===== src/rtl/demod_filter.sv =====
// demod_filter: deglitching filter for the raw PIE demodulator output.
//   2-flop synchronizer -> 3-bit saturating integrator -> hysteretic output.
//   Emits rise/fall strobes, measures the last low period, and flags carrier
//   loss after LOSS_CYCLES consecutive filtered-low cycles.
// Optional feature: define DEMOD_GLITCHCNT_EN to add the glitch_count port,
//   a saturating count of integrator excursions that did not toggle demodout.
module demod_filter #(
   parameter logic [9:0] LOSS_CYCLES = 10'd1000  // legal range 1..1023
) (
   input  logic       clk,
   input  logic       reset_n,
   input  logic       demodin,
   input  logic       enable,
   output logic       demodout,
   output logic       rise_pulse,
   output logic       fall_pulse,
   output logic [9:0] low_width,
   output logic       carrier_lost
`ifdef DEMOD_GLITCHCNT_EN
   ,
   output logic [7:0] glitch_count
`endif
);

   localparam logic [2:0] CNT_MAX = 3'd7;
   localparam logic [9:0] LOW_MAX = 10'h3FF;

   logic       sync1_q, s_q;
   logic [2:0] cnt_q, cnt_d;
   logic       demod_q, demod_d;
   logic       rise_q, rise_d;
   logic       fall_q, fall_d;
   logic [9:0] lowcnt_q, lowcnt_d;
   logic [9:0] lw_q, lw_d;
   logic       lost_q, lost_d;
   logic [10:0] lw_inc;

   // Two-flop synchronizer; runs even while disabled so the filter resumes
   // from a settled sample.
   always_ff @(posedge clk or negedge reset_n) begin
      if (!reset_n) begin
         sync1_q <= 1'b1;
         s_q     <= 1'b1;
      end else begin
         sync1_q <= demodin;
         s_q     <= sync1_q;
      end
   end

   // Integrator, hysteretic output and edge strobes. The output only moves
   // when the integrator reaches a rail, so excursions of up to 6 cycles are
   // absorbed. Disabled forces the idle (carrier present) state without
   // strobes.
   always_comb begin
      cnt_d   = cnt_q;
      demod_d = demod_q;
      rise_d  = 1'b0;
      fall_d  = 1'b0;
      if (!enable) begin
         cnt_d   = CNT_MAX;
         demod_d = 1'b1;
      end else begin
         if (s_q && cnt_q != CNT_MAX)
            cnt_d = cnt_q + 3'd1;
         else if (!s_q && cnt_q != 3'd0)
            cnt_d = cnt_q - 3'd1;
         if (cnt_d == CNT_MAX)
            demod_d = 1'b1;
         else if (cnt_d == 3'd0)
            demod_d = 1'b0;
         rise_d = demod_d & ~demod_q;
         fall_d = ~demod_d & demod_q;
      end
   end

   // Low-period measurement and carrier-loss detection.
   // lowcnt is 0 in the first low cycle, so a low period of N cycles reads
   // N-1 just before the rise; low_width captures lowcnt+1 (saturated).
   always_comb begin
      lw_inc   = {1'b0, lowcnt_q} + 11'd1;
      lowcnt_d = lowcnt_q;
      lw_d     = lw_q;
      lost_d   = lost_q;
      if (!enable) begin
         lowcnt_d = 10'd0;
         lost_d   = 1'b0;
      end else begin
         if (fall_d)
            lowcnt_d = 10'd0;
         else if (!demod_q && lowcnt_q != LOW_MAX)
            lowcnt_d = lw_inc[9:0];

         if (rise_d)
            lw_d = lw_inc[10] ? LOW_MAX : lw_inc[9:0];

         if (rise_d)
            lost_d = 1'b0;
         else if (!demod_q && lowcnt_q >= (LOSS_CYCLES - 10'd1))
            lost_d = 1'b1;
      end
   end

   // Filter and measurement state registers.
   always_ff @(posedge clk or negedge reset_n) begin
      if (!reset_n) begin
         cnt_q    <= CNT_MAX;
         demod_q  <= 1'b1;
         rise_q   <= 1'b0;
         fall_q   <= 1'b0;
         lowcnt_q <= 10'd0;
         lw_q     <= 10'd0;
         lost_q   <= 1'b0;
      end else begin
         cnt_q    <= cnt_d;
         demod_q  <= demod_d;
         rise_q   <= rise_d;
         fall_q   <= fall_d;
         lowcnt_q <= lowcnt_d;
         lw_q     <= lw_d;
         lost_q   <= lost_d;
      end
   end

   assign demodout     = demod_q;
   assign rise_pulse   = rise_q;
   assign fall_pulse   = fall_q;
   assign low_width    = lw_q;
   assign carrier_lost = lost_q;

`ifdef DEMOD_GLITCHCNT_EN
   logic       left_q, left_d;
   logic [7:0] gcnt_q, gcnt_d;
   logic [2:0] rail;

   // A glitch is an integrator trip away from the rail that matches demodout
   // and back again without the output toggling.
   always_comb begin
      rail   = demod_q ? CNT_MAX : 3'd0;
      left_d = left_q;
      gcnt_d = gcnt_q;
      if (!enable || rise_d || fall_d) begin
         left_d = 1'b0;
      end else if (cnt_d != rail) begin
         left_d = 1'b1;
      end else begin
         left_d = 1'b0;
         if (left_q && gcnt_q != 8'hFF)
            gcnt_d = gcnt_q + 8'd1;
      end
   end

   // Glitch tracking registers.
   always_ff @(posedge clk or negedge reset_n) begin
      if (!reset_n) begin
         left_q <= 1'b0;
         gcnt_q <= 8'd0;
      end else begin
         left_q <= left_d;
         gcnt_q <= gcnt_d;
      end
   end

   assign glitch_count = gcnt_q;
`endif

endmodule


===== config.mk =====
export PLATFORM = sky130hd
export DESIGN_NAME = demod_filter
export DESIGN_NICKNAME = d
export VERILOG_FILES = /design/src/rtl/demod_filter.sv
export SDC_FILE = /design/constraint.sdc
export NUM_CORES = 1
export LEC_CHECK = 0
export CORE_MARGIN = 4
export CORE_UTILIZATION = 30
export CTS_BUF_LIST = sky130_fd_sc_hd__clkbuf_8
export DETAILED_ROUTE_END_ITERATION = 8
export SLEW_MARGIN = 20
export SYNTH_ARGS = -nofsm -noshare
export SYNTH_HDL_FRONTEND = slang
export SYNTH_SLANG_ARGS = --single-unit

===== constraint.sdc =====
create_clock -name clk -period 2.28 [get_ports clk]
set_input_delay 0.456 -clock clk [delete_from_list [all_inputs] [get_ports clk]]
set_output_delay 0.456 -clock clk [all_outputs]
set_load 0.03 [all_outputs]

# Word level (Yosys, flattened, before mapping)
# Index checks and enable logic that the tools add are counted.
[op_classes] addsub=3 magnitude_cmp=1 n_reduce_logical=9 bitwise_logic=4 mux=17 eq_ne=5
[ops] operator="10-bit two-way mux" n=4
[ops] operator="3-bit two-way mux" n=4
[ops] operator="10-bit by 1-bit adder with 11-bit output (second input constant)" n=1
[ops] operator="10-bit >= comparator (second input constant)" n=1
[ops] operator="10-bit != test (second input constant)" n=1
[ops] operator="1-bit two-way mux" n=9
[ops] operator="3-bit by 1-bit != test with 1-bit output (second input constant)" n=2
[ops] operator="1-bit logical AND" n=4
[ops] operator="3-bit by 1-bit adder with 3-bit output (second input constant)" n=1
[ops] operator="3-bit == test (second input constant)" n=1
[ops] operator="3-bit zero test" n=1
[ops] operator="3-bit != test (second input constant)" n=1
[ops] operator="3-bit nonzero test" n=1
[ops] operator="3-bit by 1-bit subtractor with 3-bit output (second input constant)" n=1
[ops] operator="1-bit AND" n=2
[ops] operator="1-bit zero test" n=2
[ops] operator="1-bit NOT" n=2
[ops] operator="2-bit AND reduction" n=1
[word_totals] inputBits=4 ff_bits=29 wordCells=48 output_inout_bits=14

# Logic depth before layout (Yosys ltp)
# Gate-level depths: netlist of the first run.
[depth] word_depth=14 depth_mapped=9 depth_no_buf=8

# Least setup slack after synthesis of the first run
# OpenSTA, ideal clock, no wires.
[synth_timing] path_kind="register to register" startpoint="register cnt_q[0]" endpoint="register lw_q[3], in the netlist low_width[3]" n_path_buf=0 t_arrival_ps=2296 stages_incl_launch_ff=8 required_ps=2152 setup_time_ps=128 synth_period_minus_slack_ps=2423 setup_slack_ps=-143 path_cell_list="dfstp_2 inv_1 ha_1 or3b_1 a2111o_1 o41ai_4 nand2_8 mux2_1"
[synth_between] elab_chain_cells=12 elab_cells_between_ends=17 cone_classes="2 x add/sub; 2 x eq/ne; 7 x mux; 1 x bitwise; 5 x reduce/logical"
[synth_lines] element="start: declaration" line_no="29" rtl="logic [2:0] cnt_q, cnt_d;"
[synth_lines] element="start signal: assignment" line_no="114" rtl="cnt_q <= cnt_d;"
[synth_lines] element="branches (longest 3 deep; another with 3-bit by 1-bit subtractor with 3-bit output)"
[synth_lines] element="3-bit two-way mux (*)" line_no="63" rtl="if (s_q && cnt_q != CNT_MAX)"
[synth_lines] element="3-bit two-way mux (*)" line_no="59" rtl="if (!enable) begin"
[synth_lines] element="3-bit zero test" line_no="69" rtl="else if (cnt_d == 3'd0)"
[synth_lines] element="1-bit two-way mux" line_no="69"
[synth_lines] element="1-bit two-way mux (*)" line_no="67" rtl="if (cnt_d == CNT_MAX)"
[synth_lines] element="1-bit two-way mux (*)" line_no="59"
[synth_lines] element="1-bit AND (*)" line_no="71" rtl="rise_d = demod_d & ~demod_q;"
[synth_lines] element="1-bit two-way mux (*)" line_no="59"
[synth_lines] element="2-bit AND reduction (no source line) (*)"
[synth_lines] element="end signal: assignment" line_no="119" rtl="lw_q <= lw_d;"
[synth_lines] element="end: declaration" line_no="34" rtl="logic [9:0] lw_q, lw_d;"
# Every way passes the cells marked *. The select of a mux whose other input is x is not followed.
# A chain may end at the register's enable or synchronous reset.

# Worst setup path in the final report of the first run
[layout_timing] startpoint="register cnt_q[0]" endpoint="register lw_q[9], in the netlist low_width[9]"
# Same word-level chain as after synthesis.

==> results.yml, run 1 <==
run_status:
  outcome: "completed"
timing:
  max_freq_mhz: 439.3
  setup_ws_ps: 3.617
  fin_crit_sh_pct: 99.84
  worst_slew_pin_slew_ps: 452.4
  rsz0062_at_grt: "true"
  finalMaxSlewViolations: 0
  skew_ps: 1.288
  hold_ws_ps: 357.8
  finalHoldViolCount: 0
  period_minus_slack_ps: 2276
  setup_tns_ps: 0
  max_slew_margin_pct: 69.73
  finalSetupViolCount: 0
worst_setup_path:
  path_class: "reg2reg"
  arrival_ps: 2440
  start_kind: "register"
  crit_required_ps: 2440
  path_max_fanout: 6
  critPathCaptureType: "register"
synth:
  synth_ff_type: "dfrtp_1"
  synthesis.instances: 158
  synth_nets: 167
  async_flop_share_pct: 100.0
  synth.distinct_cells: 44
  syn_area_um2: 1668
  syn_area_per_cell_um2: 10.56
  synth-seq-area-share_pct: 43.96
  ys_warn_count: 0
  synth_edf_count: 0
  ys_seq_elements: 29
clocking:
  cts.sinks: 29
  clock_path_buffers: 2
  insertion_delay_ps: 280
  cts_root_buf: "clkbuf_8"
  cts_tree: "done"
  clk_pin_slew_ps: 60
  h-tree-depth: 2
  numCtsBuffers: 5
layout:
  num_antenna_cells: 0
  multi_input_area_um2: 829.5
  nets: 192
  finalInstanceArea_um2: 2031
  drive_gt1_share_pct: 21.74
  fill_cells: 531
  seqCellArea_um2: 733.2
  finalCoreUtilization_pct: 38.77
  layout-area-overhead-vs-synth_pct: 21.76
  fin_cells: 254
detailed_routing:
  drt-initial-drc-count: 61
  drc: 0
  ant_nets: 0
  wl_per_cell_um: 13.70
  vias: 1249
  vias_per_cell: 4.917
  drt-total-wl_um: 3481
  firstDrtPassIters: 4
global_route:
  grt_max_degree: 30
  grt_pass1_wl_um: 5892
  track_usage_pct: 11.77
  grt_pass1_vias: 1187
  grt-ovfl-total: 0
  antenna_found_initial: 0
placed_design:
  place_hpwl_um: 2538
  gp_congestion: 0.8021
  io_buffers: 17
  place_area_um2: 1926
  dp_slack_ps: -28.14
  placed_cells: 245
min_path:
  hold_class: "reg2reg"
die:
  core-area_um2: 5238
  dieArea_um2: 6816
  fp-row-count: 26
  initial_core_util_pct: 31.84
  io_pins: 18
  die_h_um: 82.56
  die_x_um: 82.56
run:
  maxCapViolCount: 0
power:
  ir_worst_vdd_mv: 0.3610
  power_mw: 1.943
  power.density_nw_per_um2: 956.7
  p_leak_nw: 0.8873
-- layer usage --
layer / global-route usage, % / vias to the layer above / wire length [µm]
met5: 0 / - / 0
met4: 5.392 / 0 / 67
met3: 3.688 / 5 / 103
met2: 17.87 / 10 / 1663
met1: 15.21 / 611 / 1647
li1: - / 623 / -
-- area by class of cell --
class	count	share of cell area, %
Multi-Input combinational cell	110	40.85
Sequential cell	29	36.11
Timing Repair Buffer	30	13.37
Tap cell	70	4.313
Clock buffer	5	3.389
Inverter	7	1.294
Clock inverter	3	0.6778
-- report_power, final --
group	switching (mW)	leakage [nW]	total (mW)	internal, mW
Clock	0.188	0.0491	0.394	0.206
Combinational	0.477	0.456	0.868	0.391
Sequential	0.0699	0.382	0.681	0.611
Total	0.735	0.887	1.94	1.21
-- placed cells by master (no fill, tap or decap), drive strengths merged, types with 4 or more instances in the layout --
master	n
dfrtp	23
clkdlybuf4s50	17
nor2	13
buf	13
a21oi	12
nand2	9
inv	8
nand3	7
mux2	7
xor2	6
a41oi	6
dfstp	6
nand4	5
clkbuf	5
a31oi	5
ha	5
xnor2	4
-- logic make-up after synthesis --
family / count (synthesis) / synth area share, %
and+or+nand+nor: 49 / 16.05
AOI/OAI and AO/OA: 36 / 16.28
DFF: 29 / 43.96
buffers and inverters: 19 / 7.727
xor gates and xnor gates: 10 / 5.251
muxes: 10 / 6.977
adders and majority gates: 5 / 3.751
-- final timing paths --
check / from / endpoint / slack [ps] / cells after the start
setup / recovery: cnt_q[0] / low_width[9] / 4 / 7
min in group asynchronous: reset_n / low_width[0] / 560 / 2
max in group asynchronous: reset_n / cnt_q[2] / 1410 / 2
hold / removal: sync1_q / s_q / 360 / 0
hold reg to reg: sync1_q / s_q / 360 / 0
setup reg to reg: cnt_q[0] / low_width[9] / 4 / 7
-- Yosys cell counts (2+ instances only) --
| master | instances | area, µm² |
|---|---|---|
| a211oi_1 | 2 | 15.01 |
| a21oi_1 | 12 | 60.06 |
| a311oi_1 | 2 | 17.52 |
| a31oi_1 | 4 | 25.02 |
| a41oi_1 | 6 | 52.55 |
| and2_1 | 2 | 12.51 |
| and4_1 | 3 | 26.28 |
| buf_6 | 2 | 22.52 |
| clkbuf_1 | 5 | 18.77 |
| dfrtp_1 | 23 | 575.6 |
| dfstp_2 | 6 | 157.7 |
| ha_1 | 5 | 62.56 |
| inv_1 | 7 | 26.28 |
| mux2_1 | 3 | 33.78 |
| mux2_2 | 2 | 22.52 |
| mux2_4 | 2 | 30.03 |
| mux2i_1 | 3 | 30.03 |
| nand2_1 | 8 | 30.03 |
| nand3_1 | 7 | 35.03 |
| nand4_1 | 5 | 31.28 |
| nor2_1 | 13 | 48.80 |
| nor2b_1 | 2 | 12.51 |
| nor3_1 | 3 | 15.01 |
| o21ai_0 | 3 | 15.01 |
| xnor2_1 | 4 | 35.03 |
| xor2_1 | 6 | 52.55 |
-- flip-flops by register name, indices dropped and copies added (netlist names) --
signal,flops
demodout,1
carrier_lost,1
low_width,10
s_q,1
lowcnt_q,10
fall_pulse,1
cnt_q,3
rise_pulse,1
sync1_q,1
-- timing repair --
action                     CTS  global route
gates resized for setup      5             0
setup endpoints to repair    8            20
hold buffers                 0             0
setup buffers                1             0
-- worst max-delay path, stage by stage, from the launching register on --
cell and delay [ps]:
dfstp_2 550, inv_2 60, ha_4 260, or3b_1 350, a2111o_1 410, o41ai_4 100
nand2_8 120, mux2_4 310
(Power assumes the default switching activity.)
==> run 2, diff against run 1 <==
==> constraint.sdc (replaced) <==
create_clock -name clk -period 2.28 [get_ports clk]
set_input_delay 0.684 -clock clk [delete_from_list [all_inputs] [get_ports clk]]
set_output_delay 0.684 -clock clk [all_outputs]
set_load 0.03 [all_outputs]
==> results.yml, run 2 (synthesized netlist as in run 1, its figures left out) <==
placed_design:
  placed_cells: 246
  io_buffers: 17
  place_hpwl_um: 2506
  place_area_um2: 1933
  dp_slack_ps: -24.51
  gp_congestion: 0.8114
min_path:
  holdPathEnd: "s_q"
  whs_path_depth: 0
  worstHoldStart: "sync1_q"
  hold_class: "reg2reg"
timing:
  period_minus_slack_ps: 2298
  hold_ws_ps: 355.0
  finalHoldViolCount: 0
  skew_ps: 4.487
  setup_tns_ps: -81.52
  max_slew_margin_pct: 66.72
  worst_slew_pin_slew_ps: 497.5
  setup_ws_ps: -18.20
  finalMaxSlewViolations: 0
  finalSetupViolCount: 5
  rsz0062_at_grt: "true"
  max_freq_mhz: 435.1
  fin_crit_sh_pct: 100.8
global_route:
  track_usage_pct: 12.16
  grt_pass1_wl_um: 6203
  antenna_found_initial: 0
  grt-ovfl-total: 0
  grt_pass1_vias: 1253
  grt_max_degree: 30
layout:
  finalInstanceArea_um2: 2116
  drive_gt1_share_pct: 28.34
  layout_common_cells: "dfrtp_1, clkdlybuf4s50_1, buf_4"
  finalCoreUtilization_pct: 40.40
  nets: 195
  layout_commonest_cell: "dfrtp_1"
  num_antenna_cells: 0
  fin_cells: 257
  layout-area-overhead-vs-synth_pct: 26.86
run_status:
  outcome: "finished, violations left"
  failed_checks: "negative setup slack"
worst_setup_path:
  crit_required_ps: 2440
  critPathCaptureType: "register"
  r2r_start: "cnt_q[0]"
  reg2regPathDepth: 7
  start_kind: "register"
  path_max_fanout: 6
  path_class: "reg2reg"
  reg2reg_slack_ps: -20
  arrival_ps: 2460
  rr_endpoint: "low_width[9]"
detailed_routing:
  wl_per_cell_um: 14.15
  drt-initial-drc-count: 41
  vias: 1264
  firstDrtPassIters: 4
  drt-total-wl_um: 3637
  drc: 0
  vias_per_cell: 4.918
  ant_nets: 0
die:
  dieArea_um2: 6816
  initial_core_util_pct: 31.84
  io_pins: 18
  die_x_um: 82.56
  core-area_um2: 5238
  die_h_um: 82.56
  fp-row-count: 26
power:
  power_mw: 2.083
  p_leak_nw: 0.9132
  power.density_nw_per_um2: 984.7
  ir_worst_vdd_mv: 0.4772
clocking:
  numCtsBuffers: 5
  cts_hold_buf: 0
  cts.sinks: 29
  h-tree-depth: 2
  cts_tree: "done"
  clk_pin_slew_ps: 60
  clock_path_buffers: 2
  cts_root_buf: "clkbuf_8"
  insertion_delay_ps: 280
run:
  maxCapViolCount: 0
-- run 2: worst max-delay path by stage --
stage             start      endpoint  slack, ps
6_report       cnt_q[0]  low_width[9]        -20
5_1_grt        cnt_q[0]  low_width[8]       -100
4_1_cts        cnt_q[0]  low_width[3]         -9
3_5_place_dp   cnt_q[1]  low_width[1]        -20
3_3_place_gp   cnt_q[1]  low_width[7]         30
2_1_floorplan  cnt_q[0]  low_width[3]        -20
-- run 2: what timing repair did --
action / CTS / global route
gates resized for setup: 6 / 10
setup endpoints to repair: 7 / 20
cloned: 0 / 1
pin swaps: 0 / 4
hold endpoints to repair: 0 / 0
buffers inserted: 0 / 2
-- run 2: report_power, final --
part | leakage [nW] | switching (mW) | internal [mW] | total [mW]
combinational | 0.477 | 0.504 | 0.433 | 0.937
clock | 0.0542 | 0.189 | 0.272 | 0.461
sequential | 0.382 | 0.0748 | 0.611 | 0.686
-- run 2: cell type report --
class,count,area [µm²]
clock buffer,7,96.34
clock inverter,1,5.005
fill,510,3122
inverter,7,26.28
multi-input combinational,110,874.6
sequential,29,733.2
tap,70,87.58
timing repair buffer,33,292.8
-- run 2: critical path, cell delays in order (launching register included) --
cell and delay [ps]:
dfstp_2 550, inv_2 60, ha_4 250, or3b_4 360, a2111o_1 400, o41ai_4 110
nand2_8 130, mux2_4 320
-- run 2: layer usage --
metal | global-route usage [%] | up-vias | routed length (µm)
li1 | - | 630 | -
met1 | 16.17 | 610 | 1702
met2 | 18.59 | 22 | 1745
met3 | 3.688 | 2 | 165
met4 | 4.412 | 0 | 24
met5 | 0 | - | 0
